`config.mk`:
```
export PLATFORM = sky130hd
export DESIGN_NAME = swervolf_board_io_flat
export DESIGN_NICKNAME = d
export VERILOG_FILES = /design/src/rtl/swervolf_board_io_if.sv /design/src/rtl/swervolf_board_io.sv /design/src/flat_wrapper.sv
export SDC_FILE = /design/constraint.sdc
export NUM_CORES = 1
export LEC_CHECK = 0
export BUFFER_PORTS_ARGS = -buffer_cell sky130_fd_sc_hd__clkbuf_2
export CORE_MARGIN = 2
export CORE_UTILIZATION = 45
export DETAILED_ROUTE_END_ITERATION = 10
export MAX_ROUTING_LAYER = met4
export SYNTH_ARGS = -nofsm -noshare
export SYNTH_HDL_FRONTEND = slang
export SYNTH_SLANG_ARGS = --single-unit
export TNS_END_PERCENT = 100
```
`constraint.sdc`:
```
create_clock -name clk -period 3.3 [get_ports clk]
set_clock_uncertainty 0.2 [all_clocks]
set_input_delay 0.33 -clock clk [delete_from_list [all_inputs] [get_ports clk]]
set_output_delay 0.33 -clock clk [all_outputs]
set_load 0.03 [all_outputs]
```
`src/rtl/swervolf_board_io_if.sv`:
```
// UART TX mux bundle between the candidate TX sources and the board I/O block.
// The master side drives the source lines and the requested select.
interface swervolf_board_io_if #(
    parameter int UART_CH = 2,
    parameter int SEL_W   = $clog2(UART_CH)
) ();
    logic [UART_CH-1:0] i_uart_tx;
    logic [SEL_W-1:0]   i_uart_sel;
    logic [SEL_W-1:0]   o_uart_sel;
    logic               o_uart_tx;

    modport master (output i_uart_tx, output i_uart_sel, input o_uart_sel, input o_uart_tx);
    modport slave  (input i_uart_tx, input i_uart_sel, output o_uart_sel, output o_uart_tx);
endinterface

```
`src/rtl/swervolf_board_io.sv`:
```
// Board I/O conditioning: switch sync/debounce/edge IRQ, LED blink, and an
// idle-gated UART TX source mux.
module swervolf_board_io #(
    parameter int SW_W            = 16,
    parameter int LED_W           = 16,
    parameter int SYNC_STAGES     = 2,
    parameter int DEBOUNCE_CYCLES = 50000,
    parameter int BLINK_DIV       = 12500000,
    parameter int UART_CH         = 2,
    parameter int UART_IDLE       = 16,
    localparam int SEL_W          = $clog2(UART_CH)
) (
    input  logic              clk,
    input  logic              rstn,
    input  logic [SW_W-1:0]   i_sw,
    output logic [SW_W-1:0]   o_sw,
    output logic [SW_W-1:0]   o_sw_rise,
    output logic [SW_W-1:0]   o_sw_fall,
    input  logic [SW_W-1:0]   i_irq_en,
    input  logic              i_irq_clr,
    output logic              o_irq,
    input  logic [LED_W-1:0]  i_led,
    input  logic [LED_W-1:0]  i_led_blink,
    output logic [LED_W-1:0]  o_led,
    swervolf_board_io_if.slave uart
);
    localparam int DB_W = $clog2(DEBOUNCE_CYCLES + 1);
    localparam int BL_W = (BLINK_DIV > 1) ? $clog2(BLINK_DIV) : 1;
    localparam int ID_W = $clog2(UART_IDLE + 1);
    localparam logic [DB_W-1:0]  DB_LAST = DB_W'(DEBOUNCE_CYCLES - 1);
    localparam logic [BL_W-1:0]  BL_LAST = BL_W'(BLINK_DIV - 1);
    localparam logic [ID_W-1:0]  ID_LAST = ID_W'(UART_IDLE - 1);
    localparam logic [SEL_W:0]   CH_LIM  = (SEL_W + 1)'(UART_CH);

    logic [SYNC_STAGES-1:0][SW_W-1:0] sync_q, sync_d;
    logic [SW_W-1:0][DB_W-1:0]        db_cnt_q, db_cnt_d;
    logic [SW_W-1:0]                  sw_q, sw_d, rise_q, rise_d, fall_q, fall_d;
    logic                             irq_q, irq_d;
    logic [BL_W-1:0]                  blink_cnt_q, blink_cnt_d;
    logic                             phase_q, phase_d;
    logic [LED_W-1:0]                 led_q, led_d;
    logic [SEL_W-1:0]                 sel_q, sel_d;
    logic [ID_W-1:0]                  idle_q, idle_d;
    logic                             tx_q, tx_d;
    logic [SW_W-1:0]                  s;
    logic                             line, pending;

    assign s = sync_q[SYNC_STAGES-1];

    always_comb begin
        sync_d   = {sync_q[SYNC_STAGES-2:0], i_sw};
        sw_d     = sw_q;
        rise_d   = '0;
        fall_d   = '0;
        db_cnt_d = db_cnt_q;
        for (int i = 0; i < SW_W; i++) begin
            if (s[i] == sw_q[i]) begin
                db_cnt_d[i] = '0;
            end else if (db_cnt_q[i] == DB_LAST) begin
                db_cnt_d[i] = '0;
                sw_d[i]     = s[i];
                rise_d[i]   = s[i];
                fall_d[i]   = ~s[i];
            end else begin
                db_cnt_d[i] = db_cnt_q[i] + 1'b1;
            end
        end

        // A new edge wins over a simultaneous clear.
        irq_d = (|((rise_q | fall_q) & i_irq_en)) | (irq_q & ~i_irq_clr);

        phase_d     = phase_q;
        blink_cnt_d = blink_cnt_q + 1'b1;
        if (blink_cnt_q == BL_LAST) begin
            blink_cnt_d = '0;
            phase_d     = ~phase_q;
        end
        led_d = i_led & (~i_led_blink | {LED_W{phase_q}});

        // Only hand over once the active line has idled high long enough.
        line    = uart.i_uart_tx[sel_q];
        pending = (uart.i_uart_sel != sel_q) && ({1'b0, uart.i_uart_sel} < CH_LIM);
        tx_d    = line;
        sel_d   = sel_q;
        idle_d  = '0;
        if (pending && line) begin
            if (idle_q == ID_LAST) begin
                sel_d = uart.i_uart_sel;
            end else begin
                idle_d = idle_q + 1'b1;
            end
        end
    end

    always_ff @(posedge clk or negedge rstn) begin
        if (!rstn) begin
            sync_q      <= '0;
            db_cnt_q    <= '0;
            sw_q        <= '0;
            rise_q      <= '0;
            fall_q      <= '0;
            irq_q       <= 1'b0;
            blink_cnt_q <= '0;
            phase_q     <= 1'b0;
            led_q       <= '0;
            sel_q       <= '0;
            idle_q      <= '0;
            tx_q        <= 1'b1;
        end else begin
            sync_q      <= sync_d;
            db_cnt_q    <= db_cnt_d;
            sw_q        <= sw_d;
            rise_q      <= rise_d;
            fall_q      <= fall_d;
            irq_q       <= irq_d;
            blink_cnt_q <= blink_cnt_d;
            phase_q     <= phase_d;
            led_q       <= led_d;
            sel_q       <= sel_d;
            idle_q      <= idle_d;
            tx_q        <= tx_d;
        end
    end

    assign o_sw           = sw_q;
    assign o_sw_rise      = rise_q;
    assign o_sw_fall      = fall_q;
    assign o_irq          = irq_q;
    assign o_led          = led_q;
    assign uart.o_uart_sel = sel_q;
    assign uart.o_uart_tx  = tx_q;
endmodule

```
`src/flat_wrapper.sv`:
```
// flat-port wrapper written by rule: the top's interface ports become plain ports
module swervolf_board_io_flat 
#(
    parameter int SW_W            = 16,
    parameter int LED_W           = 16,
    parameter int SYNC_STAGES     = 2,
    parameter int DEBOUNCE_CYCLES = 50000,
    parameter int BLINK_DIV       = 12500000,
    parameter int UART_CH         = 2,
    parameter int UART_IDLE       = 16,
    localparam int SEL_W          = $clog2(UART_CH)
)
  (clk, rstn, i_sw, o_sw, o_sw_rise, o_sw_fall, i_irq_en, i_irq_clr, o_irq, i_led, i_led_blink, o_led, uart_i_uart_tx, uart_i_uart_sel, uart_o_uart_sel, uart_o_uart_tx);
  swervolf_board_io_if #(.UART_CH(UART_CH)) uart_i ();
  input  logic clk;
  input  logic rstn;
  input  logic [SW_W-1:0] i_sw;
  output logic [SW_W-1:0] o_sw;
  output logic [SW_W-1:0] o_sw_rise;
  output logic [SW_W-1:0] o_sw_fall;
  input  logic [SW_W-1:0] i_irq_en;
  input  logic i_irq_clr;
  output logic o_irq;
  input  logic [LED_W-1:0] i_led;
  input  logic [LED_W-1:0] i_led_blink;
  output logic [LED_W-1:0] o_led;
  input wire logic [$bits(uart_i.i_uart_tx)-1:0] uart_i_uart_tx;
  input wire logic [$bits(uart_i.i_uart_sel)-1:0] uart_i_uart_sel;
  output wire logic [$bits(uart_i.o_uart_sel)-1:0] uart_o_uart_sel;
  output wire logic [$bits(uart_i.o_uart_tx)-1:0] uart_o_uart_tx;
  assign uart_i.i_uart_tx = uart_i_uart_tx;
  assign uart_i.i_uart_sel = uart_i_uart_sel;
  assign uart_o_uart_sel = uart_i.o_uart_sel;
  assign uart_o_uart_tx = uart_i.o_uart_tx;
  swervolf_board_io #(.SW_W(SW_W), .LED_W(LED_W), .SYNC_STAGES(SYNC_STAGES), .DEBOUNCE_CYCLES(DEBOUNCE_CYCLES), .BLINK_DIV(BLINK_DIV), .UART_CH(UART_CH), .UART_IDLE(UART_IDLE)) u_core (.clk(clk), .rstn(rstn), .i_sw(i_sw), .o_sw(o_sw), .o_sw_rise(o_sw_rise), .o_sw_fall(o_sw_fall), .i_irq_en(i_irq_en), .i_irq_clr(i_irq_clr), .o_irq(o_irq), .i_led(i_led), .i_led_blink(i_led_blink), .o_led(o_led), .uart(uart_i));
endmodule
```
# [After elaboration in Yosys (flattened, before gate mapping)]
# Cells that the tools add are included.
[classes] bitwise_logic=41 n_addsub=18 n_eq_ne=35 reduce_logical=19 order_cmp=1 n_mux=101
[op_table] operator="$mux 16" count=32
[op_table] operator="$add 16x1->16 const B" count=16
[op_table] operator="$eq 16x16->1 const B" count=16
[op_table] operator="$mux 1" count=66
[op_table] operator="$not 1->1" count=34
[op_table] operator="$reduce_and 2->1" count=17
[op_table] operator="$and 16x16->16" count=2
[op_table] operator="$or 16x16->16" count=2
[op_table] operator="$add 24x1->24 const B" count=1
[op_table] operator="$eq 24x24->1 const B" count=1
[op_table] operator="$mux 24" count=1
[op_table] operator="$eq 1x1->1" count=16
[op_table] operator="$not 16->16" count=1
[op_table] operator="$reduce_or 16->1" count=1
[op_table] operator="$mux 5" count=2
[op_table] operator="$add 5x1->5 const B" count=1
[op_table] operator="$eq 5x4->1 const B" count=1
[op_table] operator="$lt 1x2->1 const B" count=1
[op_table] operator="$and 1x1->1" count=1
[op_table] operator="$logic_and 1x1->1" count=1
[op_table] operator="$ne 1x1->1" count=1
[op_table] operator="$or 1x1->1" count=1
[totals] elab_cells=258 output_inout_bits=67 reg_bits=385 in_bits=70

# [Depth between registers and ports, before layout]
# Gate-level depths: netlist (run 1).
[depth] depth_word=4 mapped_depth=7 depth_no_buf=5

# [Least setup slack after synthesis (run 1)]
# OpenSTA, ideal clock, no wires.
[synth_path] path_kind="reg2reg" start="register u_core.db_cnt_q[204] (netlist bit)" end="register u_core.sw_q[12] (netlist: u_core.o_sw[12])" setup_ns=0.125 period_less_slack_ns=1.999 stages_incl_launch_ff=5 required_time_ns=2.975 arrival_ns=1.674 path_buffers=0 slack_ns=1.301 path_cell_list="dfrtp_1 -> nor4_2 -> nand3_2 -> or4_4 -> mux2_4"
[synth_between] elab_chain_len=2
[synth_rtl] item="from (decl)" line_no="swervolf_board_io.sv:36" source="logic [SW_W-1:0][DB_W-1:0] db_cnt_q, db_cnt_d;"
[synth_rtl] item="from (signal assigned)" line_no="swervolf_board_io.sv:111" source="db_cnt_q <= db_cnt_d;"
[synth_rtl] item="$eq 16x16->1" line_no="swervolf_board_io.sv:59" source="end else if (db_cnt_q[i] == DB_LAST) begin"
[synth_rtl] item="$reduce_and 2->1 (no source line)"
[synth_rtl] item="to (signal assigned)" line_no="swervolf_board_io.sv:112" source="sw_q <= sw_d;"
[synth_rtl] item="to (decl)" line_no="swervolf_board_io.sv:37" source="logic [SW_W-1:0] sw_q, sw_d, rise_q, rise_d, fall_q, fall_d;"
# No other way between the ends.
# A chain may end at the register's enable or synchronous reset.

# [Worst setup path after layout (run 1)]
[layout_path] start="register u_core.rise_q[6] (netlist: u_core.o_sw_rise[6])" end="register u_core.irq_q (netlist: u_core.o_irq)"
[layout_between] elab_chain_len=4
[layout_rtl] item="from (decl)" line_no="swervolf_board_io.sv:37"
[layout_rtl] item="from (signal assigned)" line_no="swervolf_board_io.sv:113" source="rise_q <= rise_d;"
[layout_rtl] item="$or 16x16->16" line_no="swervolf_board_io.sv:70" source="irq_d = (|((rise_q | fall_q) & i_irq_en)) | (irq_q & ~i_irq_clr);"
[layout_rtl] item="$and 16x16->16" line_no="swervolf_board_io.sv:70"
[layout_rtl] item="$reduce_or 16->1" line_no="swervolf_board_io.sv:70"
[layout_rtl] item="$or 1x1->1" line_no="swervolf_board_io.sv:70"
[layout_rtl] item="named net u_core.irq_d" line_no="swervolf_board_io.sv:38" source="logic irq_q, irq_d;"
[layout_rtl] item="to (signal assigned)" line_no="swervolf_board_io.sv:115" source="irq_q <= irq_d;"
[layout_rtl] item="to (decl)" line_no="swervolf_board_io.sv:38"
# The timed path passes the listed nets, and every way through them passes these cells.

==> results of run 1 <==
## worst min-delay path: stages
cell and delay (ps):
clkbuf_2 80, nand2b_1 100, mux2i_1 120, and2_1 150
## registers in the layout, indices dropped and copies added, names as in the netlist
| name | flops |
|---|---|
| u_core.db_cnt_q | 256 |
| u_core.blink_cnt_q | 24 |
| u_core.o_led | 16 |
| u_core.o_sw | 16 |
| u_core.o_sw_fall | 16 |
| u_core.o_sw_rise | 16 |
| u_core.s | 16 |
| u_core.sync_d | 16 |
| u_core.idle_q | 5 |
| u_core.o_irq | 1 |
| u_core.phase_q | 1 |
| u_core.uart.o_uart_sel | 1 |
| u_core.uart.o_uart_tx | 1 |
## cells in the mapped netlist (3+ instances only)
master / n
ha_1: 18
or4_4: 8
mux2_1: 3
mux2_4: 5
nand4bb_1: 4
nor3b_1: 34
nand3_1: 92
or4_1: 12
or3_1: 31
o41ai_1: 3
and2_1: 7
xor2_1: 70
and3_1: 35
nor4bb_1: 15
nor3_1: 48
mux2i_1: 4
o21ba_1: 3
a21oi_1: 35
nand3_2: 9
o22ai_1: 3
a31o_2: 3
nand2_1: 66
buf_2: 11
or3b_1: 3
nor2_1: 245
nor4b_1: 5
or3_4: 5
o31a_1: 3
clkbuf_1: 14
buf_6: 3
a21boi_0: 16
and4_1: 18
o21ai_0: 36
nand4_1: 71
o31ai_1: 11
nor4_2: 4
xnor2_1: 154
inv_1: 49
nor4_1: 50
dfrtp_1: 384
o41ai_4: 4
mux2_2: 9
## how the worst min path moves through the flow
stage | startpoint | end | slack, ps | depth (start not counted)
floorplan | rstn | u_core.blink_cnt_q[0]$_DFF_PN0_ | -170 | 0
CTS | uart_i_uart_tx[0] | u_core.idle_q[2]$_DFF_PN0_ | 20 | 4
finish | uart_i_uart_tx[0] | u_core.idle_q[2]$_DFF_PN0_ | 60 | 4
global placement | rstn | u_core.db_cnt_q[231]$_DFF_PN0_ | 100 | 1
detailed placement | rstn | u_core.db_cnt_q[231]$_DFF_PN0_ | 110 | 1
global route | uart_i_uart_tx[0] | u_core.idle_q[2]$_DFF_PN0_ | 80 | 4
## logic make-up (layout without fill, tap and decap cells)
kind of cell | count (synthesis) | after routing | share of synthesized area, %
compound gates | 121 | 121 | 4.83
simple gates | 776 | 776 | 24.2
flops | 385 | 385 | 55.1
buf+inv | 79 | 330 | 1.94
xor+xnor | 224 | 224 | 11.2
fa+ha+maj | 18 | 18 | 1.29
mux | 21 | 21 | 1.43
## per-layer routing
metal  vias up  global-route usage [%]
met5         -                       -
met2       169                    28.6
met1      6155                    23.9
met4         0                    5.62
met3        53                    2.83
li1       6174                       -
## power breakdown
part | internal, mW | switching [mW] | total [mW]
clock | 3.00 | 1.90 | 4.90
combinational | 0.158 | 0.234 | 0.392
sequential | 4.80 | 0.0670 | 4.87
total | 7.96 | 2.20 | 10.2
## repair_timing
| item | CTS | global route |
|---|---|---|
| endpoints found under the hold margin | 207 | 0 |
| gates resized for setup | 0 | 0 |
| hold buffers | 54 | 0 |
## metrics by stage
| stage | cell area, um2 | setup slack (ps) | cells | hold WS (ps) |
|---|---|---|---|---|
| after floorplan | 17500 | 1300 | 1624 | -166 |
| after global placement | 18800 | 949 | 2259 | 100 |
| after detailed placement | 18800 | 965 | 2259 | 107 |
| after CTS | 20800 | 435 | 2393 | 15.9 |
| after global routing | 20800 | 379 | 2393 | 78.8 |
| final | 20800 | 527 | 2393 | 58.1 |
## layout make-up
type / instances / area (um2) / share of cell area [%]
clock buffers: 63 / 1270 / 6.12
inverters: 49 / 184 / 0.883
well taps: 518 / 648 / 3.11
flip-flops and latches: 385 / 9640 / 46.3
repair buffers: 201 / 1350 / 6.49
multi-input cells: 1160 / 7530 / 36.2
clock inverters: 17 / 199 / 0.956
## cell usage in the layout (no fill, tap or decap), types with 10 or more instances in the layout
| cell | count |
|---|---|
| clkbuf_16 | 45 |
| nor3_1 | 47 |
| and3_1 | 35 |
| o31ai_1 | 11 |
| nor2_1 | 245 |
| o21ai_0 | 36 |
| dlygate4sd3_1 | 54 |
| nor4_1 | 50 |
| a21oi_1 | 35 |
| inv_1 | 49 |
| and4_1 | 18 |
| clkbuf_2 | 135 |
| nand2_1 | 66 |
| or3_1 | 31 |
| nor4bb_1 | 15 |
| nand4_1 | 71 |
| dfrtp_1 | 384 |
| nand3_1 | 92 |
| ha_1 | 18 |
| clkbuf_1 | 10 |
| nor3b_1 | 34 |
| xor2_1 | 70 |
| a21boi_0 | 16 |
| xnor2_1 | 154 |
| or4_1 | 12 |
==> reports/qor.csv, run 1 <==
stage,metric,value,unit
power_and_ir_drop,peakVddDrop,0.000379,V
synth,yosys.area.top_type,dfrtp_1,
cells_and_area,antennaDiodeCount,0,
die,start_util,45.4,%
clock_network,path_clk_slew,60,ps
clock_network,numCtsBuffers,44,
global_route,grt_antenna_before_repair,0,
critical_path,cp_data_required_time,3540,ps
critical_path,arrival,3010,ps
sta,slew_headroom,44.6,%
global_route,grt_usage,18.0,%
critical_path,crit_top_cell,nand4_1,
detailed_routing,vias,12600,
synth,ys.flop_type,dfrtp_1,
detailed_routing,dr_wl_met2,16.1,mm
synth,ys_warn_count,0,
critical_path,crit_path_start_kind,flop,
detailed_routing,drtIter0Drc,684,
synth,ys_ff_latch,385,
cells_and_area,num-fill-cells,3424,
detailed_routing,met1_length,16.3,mm
synth,synth.avg_cell_area,10.8,um2
synth,postSynthCellCount,1624,
sta,rsz0062_at_grt,no,
sta,fin_tns_setup,0,ps
die,die_x,201,um
critical_path,cpPeakStageDelay,600,ps
critical_path,cp_num_cells,5,
detailed_routing,drc,0,
power_and_ir_drop,pwr_density_cell,488,nW/um2
sta,fin_crit,2770,ps
placed_design,place_congestion,0.818,
die,rows,72,
clock_network,tritoncts,done,
clock_network,cts.htree.levels,2,
die,io_pins,137,
clock_network,cts_sinks,385,
synth,synth_nets,1712,
run_status,status,finished clean,
critical_path,critPathSlowestCell,dlygate4sd3_1,
sta,finalSetupViolCount,0,
power_and_ir_drop,power_leakage,8.91,nW
cells_and_area,nNetsFinal,1929,
power_and_ir_drop,totalPowerFinal,10.2,mW
detailed_routing,wl_per_cell,14.3,um
critical_path,endpoint_kind,flop,
cells_and_area,fin_util,54.0,%
die,die_area,40500,um2
synth,synth-async-reset-ratio,100,%
critical_path,cp-startpoint,u_core.o_sw_rise[6]$_DFF_PN0_,
detailed_routing,drtPass1Iterations,4,
sta,final_max_slew_viol_count,0,
critical_path,worstPathBufferInverterCount,1,
critical_path,critPathKind,flop to flop,
worst_hold_path,hold_path_class,primary input to flop,
detailed_routing,wl_met3,1.08,mm
detailed_routing,routed_wl,34.2,mm
clock_network,cts_buffer_depth,3,
global_route,grt_pass1_vias,12500,
synth,ys_top_cells_by_area,"dfrtp_1, xnor2_1, nor2_1",
sta,period_share,84.0,%
global_route,grt_max_degree,95,
critical_path,cp_top_family,simple AND/OR/NAND/NOR gates,
detailed_routing,vias_per_cell,5.24,
synth,synth_edf_count,0,
synth,syn_area,17500,um2
synth,seq_area_frac_synth,55.1,%
critical_path,reg2reg_from,u_core.o_sw_rise[6]$_DFF_PN0_,
placed_design,port-buffer-count,136,
sta,finalHoldViolations,0,
die,core_area,38600,um2
clock_network,cts_setup_buffers,0,
cells_and_area,drive_gt1_share,14.6,%
critical_path,reg2reg_depth,5,
critical_path,rrSetupSlack,530,ps
synth,ys_types,55,
critical_path,critPathMaxFanout,2,
cells_and_area,area_growth,19.0,%
run,max-cap-violations,0,
critical_path,rr_endpoint,u_core.o_irq$_DFF_PN0_,
detailed_routing,top_layer_used,met4,
critical_path,path_cells,"o21ai_0, nand4_1, nor4_1, nand4_1, dlygate4sd3_1",
critical_path,crit_path_end,u_core.o_irq$_DFF_PN0_,
clock_network,cts-root-buf,clkbuf_16,
clock_network,clock_latency,550,ps
sta,clock.fmax,0.361,GHz
placed_design,dp_hpwl,22.7,mm
global_route,grt_pass1_wl,59.8,mm
detailed_routing,final_antenna_net_count,0,
synth,synth_top_area_share,54.9,%
global_route,overflow,0,
sta,worst_pin_slew,828,ps
die,die_y,201,um
Note: power is estimated with default switching activity, not from simulation.
==> inputs of run 2 (changes only) <==
PLACE_DENSITY = 0.65   (was unset)
clock period = 2.5 ns   (was 3.3 ns; I/O delays follow)
==> run 2 against run 1 <==
Die area stayed put. Sequential share of layout area decreased by 0.42 points. Critical path depth stayed put. Sequential power up 32%. Fmax is 23% higher. Total power rose by 32%. Combinational power increased by 38%. Worst setup slack lost 280 ps. Final cell count is 0.88% higher. Largest power group unchanged.
==> reports/qor.csv, run 2 (synthesis gave the netlist of run 1 again) <==
stage,metric,value,unit
run_status,status,finished clean,
power_and_ir_drop,peakVddDrop,0.000445,V
cells_and_area,final_common_cell,dfrtp_1,
global_route,grt_antenna_before_repair,0,
die,start_util,45.4,%
critical_path,rrSetupSlack,250,ps
clock_network,ctsHoldBuffers,61,
sta,setup_ws,247,ps
worst_hold_path,hold_path_class,primary input to flop,
die,rows,72,
die,core_area,38600,um2
critical_path,critPathMaxFanout,3,
critical_path,path_cells,"ha_1, nand3_1, a211oi_1, mux2_2, dlygate4sd3_1",
sta,slew_headroom,58.2,%
clock_network,numCtsBuffers,43,
sta,period_share,90.1,%
detailed_routing,vias,12600,
cells_and_area,drive_gt1_share,15.1,%
cells_and_area,nNetsFinal,1951,
sta,finalHoldViolations,0,
placed_design,place_congestion,0.842,
clock_network,cts-root-buf,clkbuf_16,
power_and_ir_drop,pwr_density_cell,638,nW/um2
cells_and_area,area_growth,20.1,%
run,max-cap-violations,0,
cells_and_area,largest_reg_flops,256,
clock_network,tritoncts,done,
sta,fin_tns_setup,0,ps
critical_path,crit_path_start_kind,flop,
sta,rsz0062_at_grt,no,
cells_and_area,final_cell_mix,"dfrtp_1, nor2_1, xnor2_1",
detailed_routing,drtIter0Drc,695,
global_route,grt_pass1_vias,12700,
worst_hold_path,hp-start,i_irq_en[1],
detailed_routing,wl_per_cell,14.4,um
clock_network,cts_sinks,385,
placed_design,preCtsSetupSlack,204,ps
critical_path,reg2reg_depth,5,
critical_path,critPathKind,flop to flop,
power_and_ir_drop,totalPowerFinal,13.4,mW
detailed_routing,vias_per_cell,5.22,
placed_design,dp_hpwl,23.0,mm
cells_and_area,num-fill-cells,3410,
global_route,grt_usage,18.3,%
die,die_area,40500,um2
sta,finalSetupViolCount,0,
critical_path,arrival,2480,ps
cells_and_area,register_area,9640,um2
critical_path,rr_endpoint,u_core.uart.o_uart_sel$_DFFE_PN0P_,
worst_hold_path,hold_depth,5,
critical_path,cp_data_required_time,2730,ps
sta,worst_pin_slew,621,ps
cells_and_area,final_cells,2414,
cells_and_area,fin_util,54.5,%
cells_and_area,multiInputGateArea,7520,um2
clock_network,cts_setup_buffers,0,
clock_network,cts.htree.levels,2,
worst_hold_path,hold_end,u_core.o_irq$_DFF_PN0_,
die,io_pins,137,
placed_design,port-buffer-count,136,
clock_network,cts_buffer_depth,3,
clock_network,cts_resized,0,
critical_path,endpoint_kind,flop,
die,die_y,201,um
detailed_routing,routed_wl,34.8,mm
placed_design,place_inst,2275,
sta,clock.fmax,0.444,GHz
critical_path,reg2reg_from,u_core.idle_q[0]$_DFF_PN0_,
cells_and_area,top_register,u_core.db_cnt_q,
cells_and_area,antennaDiodeCount,0,
sta,fin_crit,2250,ps
detailed_routing,drtPass1Iterations,5,
critical_path,cpPeakStageDelay,560,ps
die,die_x,201,um
detailed_routing,drc,0,
clock_network,path_clk_slew,60,ps
cells_and_area,largest_registers,"u_core.db_cnt_q x256, u_core.blink_cnt_q x24",
clock_network,clock_latency,550,ps
global_route,grt_pass1_wl,60.4,mm
detailed_routing,final_antenna_net_count,0,
global_route,overflow,0,
global_route,grt_max_degree,67,
sta,final_max_slew_viol_count,0,
critical_path,critPathSlowestCell,dlygate4sd3_1,
power_and_ir_drop,power_leakage,8.99,nW
[run 2: cell count changes in the layout (fill, tap and decap cells not counted), sizes merged]
cell         previous run  this run
clkinv                  9         5
dlygate4sd3            54        61
buf                    12        28
inv                    50        49
clkinvlp                3         6
[run 2: metrics by stage]
stage / hold WS, ps / area (um2)
5_1_grt: 37.2 / 21000
4_1_cts: 0.193 / 21000
3_5_place_dp: -16.9 / 18900
2_1_floorplan: -246 / 17500
3_3_place_gp: -23.7 / 18900
6_report: 14.0 / 21000
[run 2: worst max path at each step]
stage                                   startpoint                                  to  slack [ps]
floorplan           u_core.db_cnt_q[204]$_DFF_PN0_         u_core.o_sw[12]$_DFFE_PN0P_         500
global placement     u_core.o_sw_fall[6]$_DFF_PN0_              u_core.o_irq$_DFF_PN0_         200
detailed placement   u_core.o_sw_fall[6]$_DFF_PN0_              u_core.o_irq$_DFF_PN0_         200
CTS                  u_core.o_sw_fall[6]$_DFF_PN0_              u_core.o_irq$_DFF_PN0_         200
global route         u_core.o_sw_fall[6]$_DFF_PN0_              u_core.o_irq$_DFF_PN0_         140
finish                  u_core.idle_q[0]$_DFF_PN0_  u_core.uart.o_uart_sel$_DFFE_PN0P_         250
[run 2: cell type report]
class,instances,area share (%)
sequential,385,45.9
clock inverter,15,0.923
multi-input combinational,1160,35.8
timing repair buffer,224,7.40
tap,518,3.08
inverter,49,0.875
clock buffer,63,6.06
[run 2: report_power, final]
part | total (mW) | internal, mW | leakage, nW | switching, mW
registers | 6.43 | 6.34 | 5.23 | 0.0908
clock network | 6.44 | 3.95 | 0.701 | 2.49
logic | 0.541 | 0.228 | 3.06 | 0.314
[run 2: critical path: cells and delay by family, from the launching register on]
| kind | cells | cell delay [ps] |
|---|---|---|
| AO/OA/AOI/OAI | 1 | 310 |
| adder cells (fa/ha/maj) | 1 | 190 |
| buffers and inverters | 1 | 560 |
| flip-flops | 1 | 370 |
| multiplexers | 1 | 370 |
| AND/OR/NAND/NOR | 1 | 130 |
[run 2: per-layer routing]
| metal | global-route usage [%] | up-vias | wire, um |
|---|---|---|---|
| met3 | 2.53 | 55 | 918 |
| li1 | - | 6222 | - |
| met4 | 6.46 | 0 | 905 |
| met1 | 23.8 | 6174 | 16200 |
| met5 | - | - | 0 |
| met2 | 29.4 | 160 | 16700 |
==> inputs of run 3 (changes only) <==
RECOVER_POWER = 50   (was unset)
==> run 3 against run 2 <==
Cell area shrank 0.67%. Die area unchanged. Non-clock buffer count is the same. Register-to-register slack about the same. Critical path type unchanged. Total power barely moved. Worst setup slack better by 1.3 ps. Critical endpoint unchanged.
==> reports/qor.csv, run 3 (synthesis gave the netlist of run 1 again) <==
stage,metric,value,unit
placed_design,place_congestion,0.842,
clock_network,numCtsBuffers,43,
sta,fin_tns_setup,0,ps
cells_and_area,fin_util,54.1,%
clock_network,cts.htree.levels,2,
cells_and_area,largest_registers,"u_core.db_cnt_q x256, u_core.blink_cnt_q x24",
run,max-cap-violations,0,
die,rows,72,
global_route,grt_usage,18.3,%
detailed_routing,vias,12600,
die,start_util,45.4,%
die,die_y,201,um
cells_and_area,antennaDiodeCount,0,
detailed_routing,wl_per_cell,14.4,um
sta,slew_headroom,39.5,%
sta,rsz0062_at_grt,no,
worst_hold_path,hold_path_class,primary input to flop,
global_route,grt_max_degree,67,
detailed_routing,vias_per_cell,5.20,
critical_path,critPathMaxFanout,3,
cells_and_area,nNetsFinal,1951,
critical_path,reg2reg_from,u_core.idle_q[0]$_DFF_PN0_,
global_route,grt_antenna_before_repair,0,
sta,finalSetupViolCount,0,
cells_and_area,final_cell_mix,"dfrtp_1, nor2_1, xnor2_1",
critical_path,rr_endpoint,u_core.uart.o_uart_sel$_DFFE_PN0P_,
worst_hold_path,hp-start,i_irq_en[1],
detailed_routing,drc,0,
detailed_routing,routed_wl,34.9,mm
clock_network,cts-root-buf,clkbuf_16,
cells_and_area,largest_reg_flops,256,
critical_path,crit_path_start_kind,flop,
clock_network,path_clk_slew,60,ps
clock_network,cts_buffer_depth,3,
power_and_ir_drop,totalPowerFinal,13.4,mW
clock_network,tritoncts,done,
die,die_x,201,um
sta,finalHoldViolations,0,
sta,worst_pin_slew,907,ps
power_and_ir_drop,pwr_density_cell,642,nW/um2
cells_and_area,drive_gt1_share,11.6,%
worst_hold_path,hold_depth,5,
detailed_routing,final_antenna_net_count,0,
critical_path,cp_data_required_time,2730,ps
placed_design,dp_hpwl,23.0,mm
critical_path,path_cells,"ha_1, nand3_1, a211oi_1, mux2_2, dlygate4sd3_1",
global_route,overflow,0,
sta,clock.fmax,0.444,GHz
placed_design,port-buffer-count,136,
critical_path,critPathKind,flop to flop,
detailed_routing,drtPass1Iterations,5,
critical_path,rrSetupSlack,250,ps
die,core_area,38600,um2
sta,final_max_slew_viol_count,0,
cells_and_area,final_common_cell,dfrtp_1,
critical_path,cpPeakStageDelay,560,ps
critical_path,reg2reg_depth,5,
clock_network,cts_resized,0,
run_status,status,finished clean,
power_and_ir_drop,peakVddDrop,0.000445,V
power_and_ir_drop,power_leakage,8.75,nW
global_route,grt_pass1_wl,60.4,mm
worst_hold_path,hold_end,u_core.o_irq$_DFF_PN0_,
detailed_routing,drtIter0Drc,676,
global_route,grt_pass1_vias,12700,
sta,fin_crit,2250,ps
clock_network,cts_sinks,385,
clock_network,clock_latency,550,ps
die,io_pins,137,
cells_and_area,area_growth,19.3,%
sta,holdWs,20.6,ps
cells_and_area,top_register,u_core.db_cnt_q,
critical_path,endpoint_kind,flop,
critical_path,critPathSlowestCell,dlygate4sd3_1,
sta,period_share,90.1,%
die,die_area,40500,um2
critical_path,arrival,2480,ps
==> run 3: how the worst max path moves through the flow <==
stage,start,end,slack (ps),cells after the start
3_5_place_dp,u_core.o_sw_fall[6]$_DFF_PN0_,u_core.o_irq$_DFF_PN0_,200,4
4_1_cts,u_core.o_sw_fall[6]$_DFF_PN0_,u_core.o_irq$_DFF_PN0_,200,4
5_1_grt,rstn,u_core.db_cnt_q[164]$_DFF_PN0_,90,4
6_report,u_core.idle_q[0]$_DFF_PN0_,u_core.uart.o_uart_sel$_DFFE_PN0P_,250,5
3_3_place_gp,u_core.o_sw_fall[6]$_DFF_PN0_,u_core.o_irq$_DFF_PN0_,200,4
2_1_floorplan,u_core.db_cnt_q[204]$_DFF_PN0_,u_core.o_sw[12]$_DFFE_PN0P_,500,4
==> run 3: area by class of cell <==
type                            count  area [um2]
Fill cell                        3452       17700
Timing Repair Buffer              224        1410
Inverter                           49         184
Tap cell                          518         648
Clock inverter                     15         194
Multi-Input combinational cell   1160        7520
Sequential cell                   385        9640
Clock buffer                       63        1270
==> run 3: where the power goes <==
| part | switching [mW] | internal, mW |
|---|---|---|
| registers | 0.0906 | 6.34 |
| logic | 0.312 | 0.212 |
| clock network | 2.50 | 3.95 |
| total | 2.90 | 10.5 |
==> run 3: per-layer routing <==
layer  up-vias  GRT usage [%]  share of wire [%]
met5         -              -                  0
met4         0           6.46                2.6
met3        56           2.53                2.8
met2       156           29.4                 48
met1      6135           23.8                 47
li1       6215              -                  -
==> run 3: timing repair <==
item                      4_1_cts  5_1_grt
hold endpoints to repair      424        0
hold buffers                   61        0
buffers inserted                0        0
==> run 3: critical path: cells and delay by family (launching register included) <==
| family | cells | cell delay, ps |
|---|---|---|
| buf+inv | 1 | 560 |
| flops | 1 | 370 |
| mux | 1 | 370 |
| compound gates | 1 | 310 |
| fa+ha+maj | 1 | 190 |
| simple gates | 1 | 130 |
==> run 3: per-stage QoR <==
step	cells	cell area, um2	setup slack [ps]
after floorplan	1624	17500	501
after global placement	2275	18900	202
after detailed placement	2275	18900	204
after CTS	2414	21000	196
after global routing	2414	20900	92.6
final	2414	20900	248
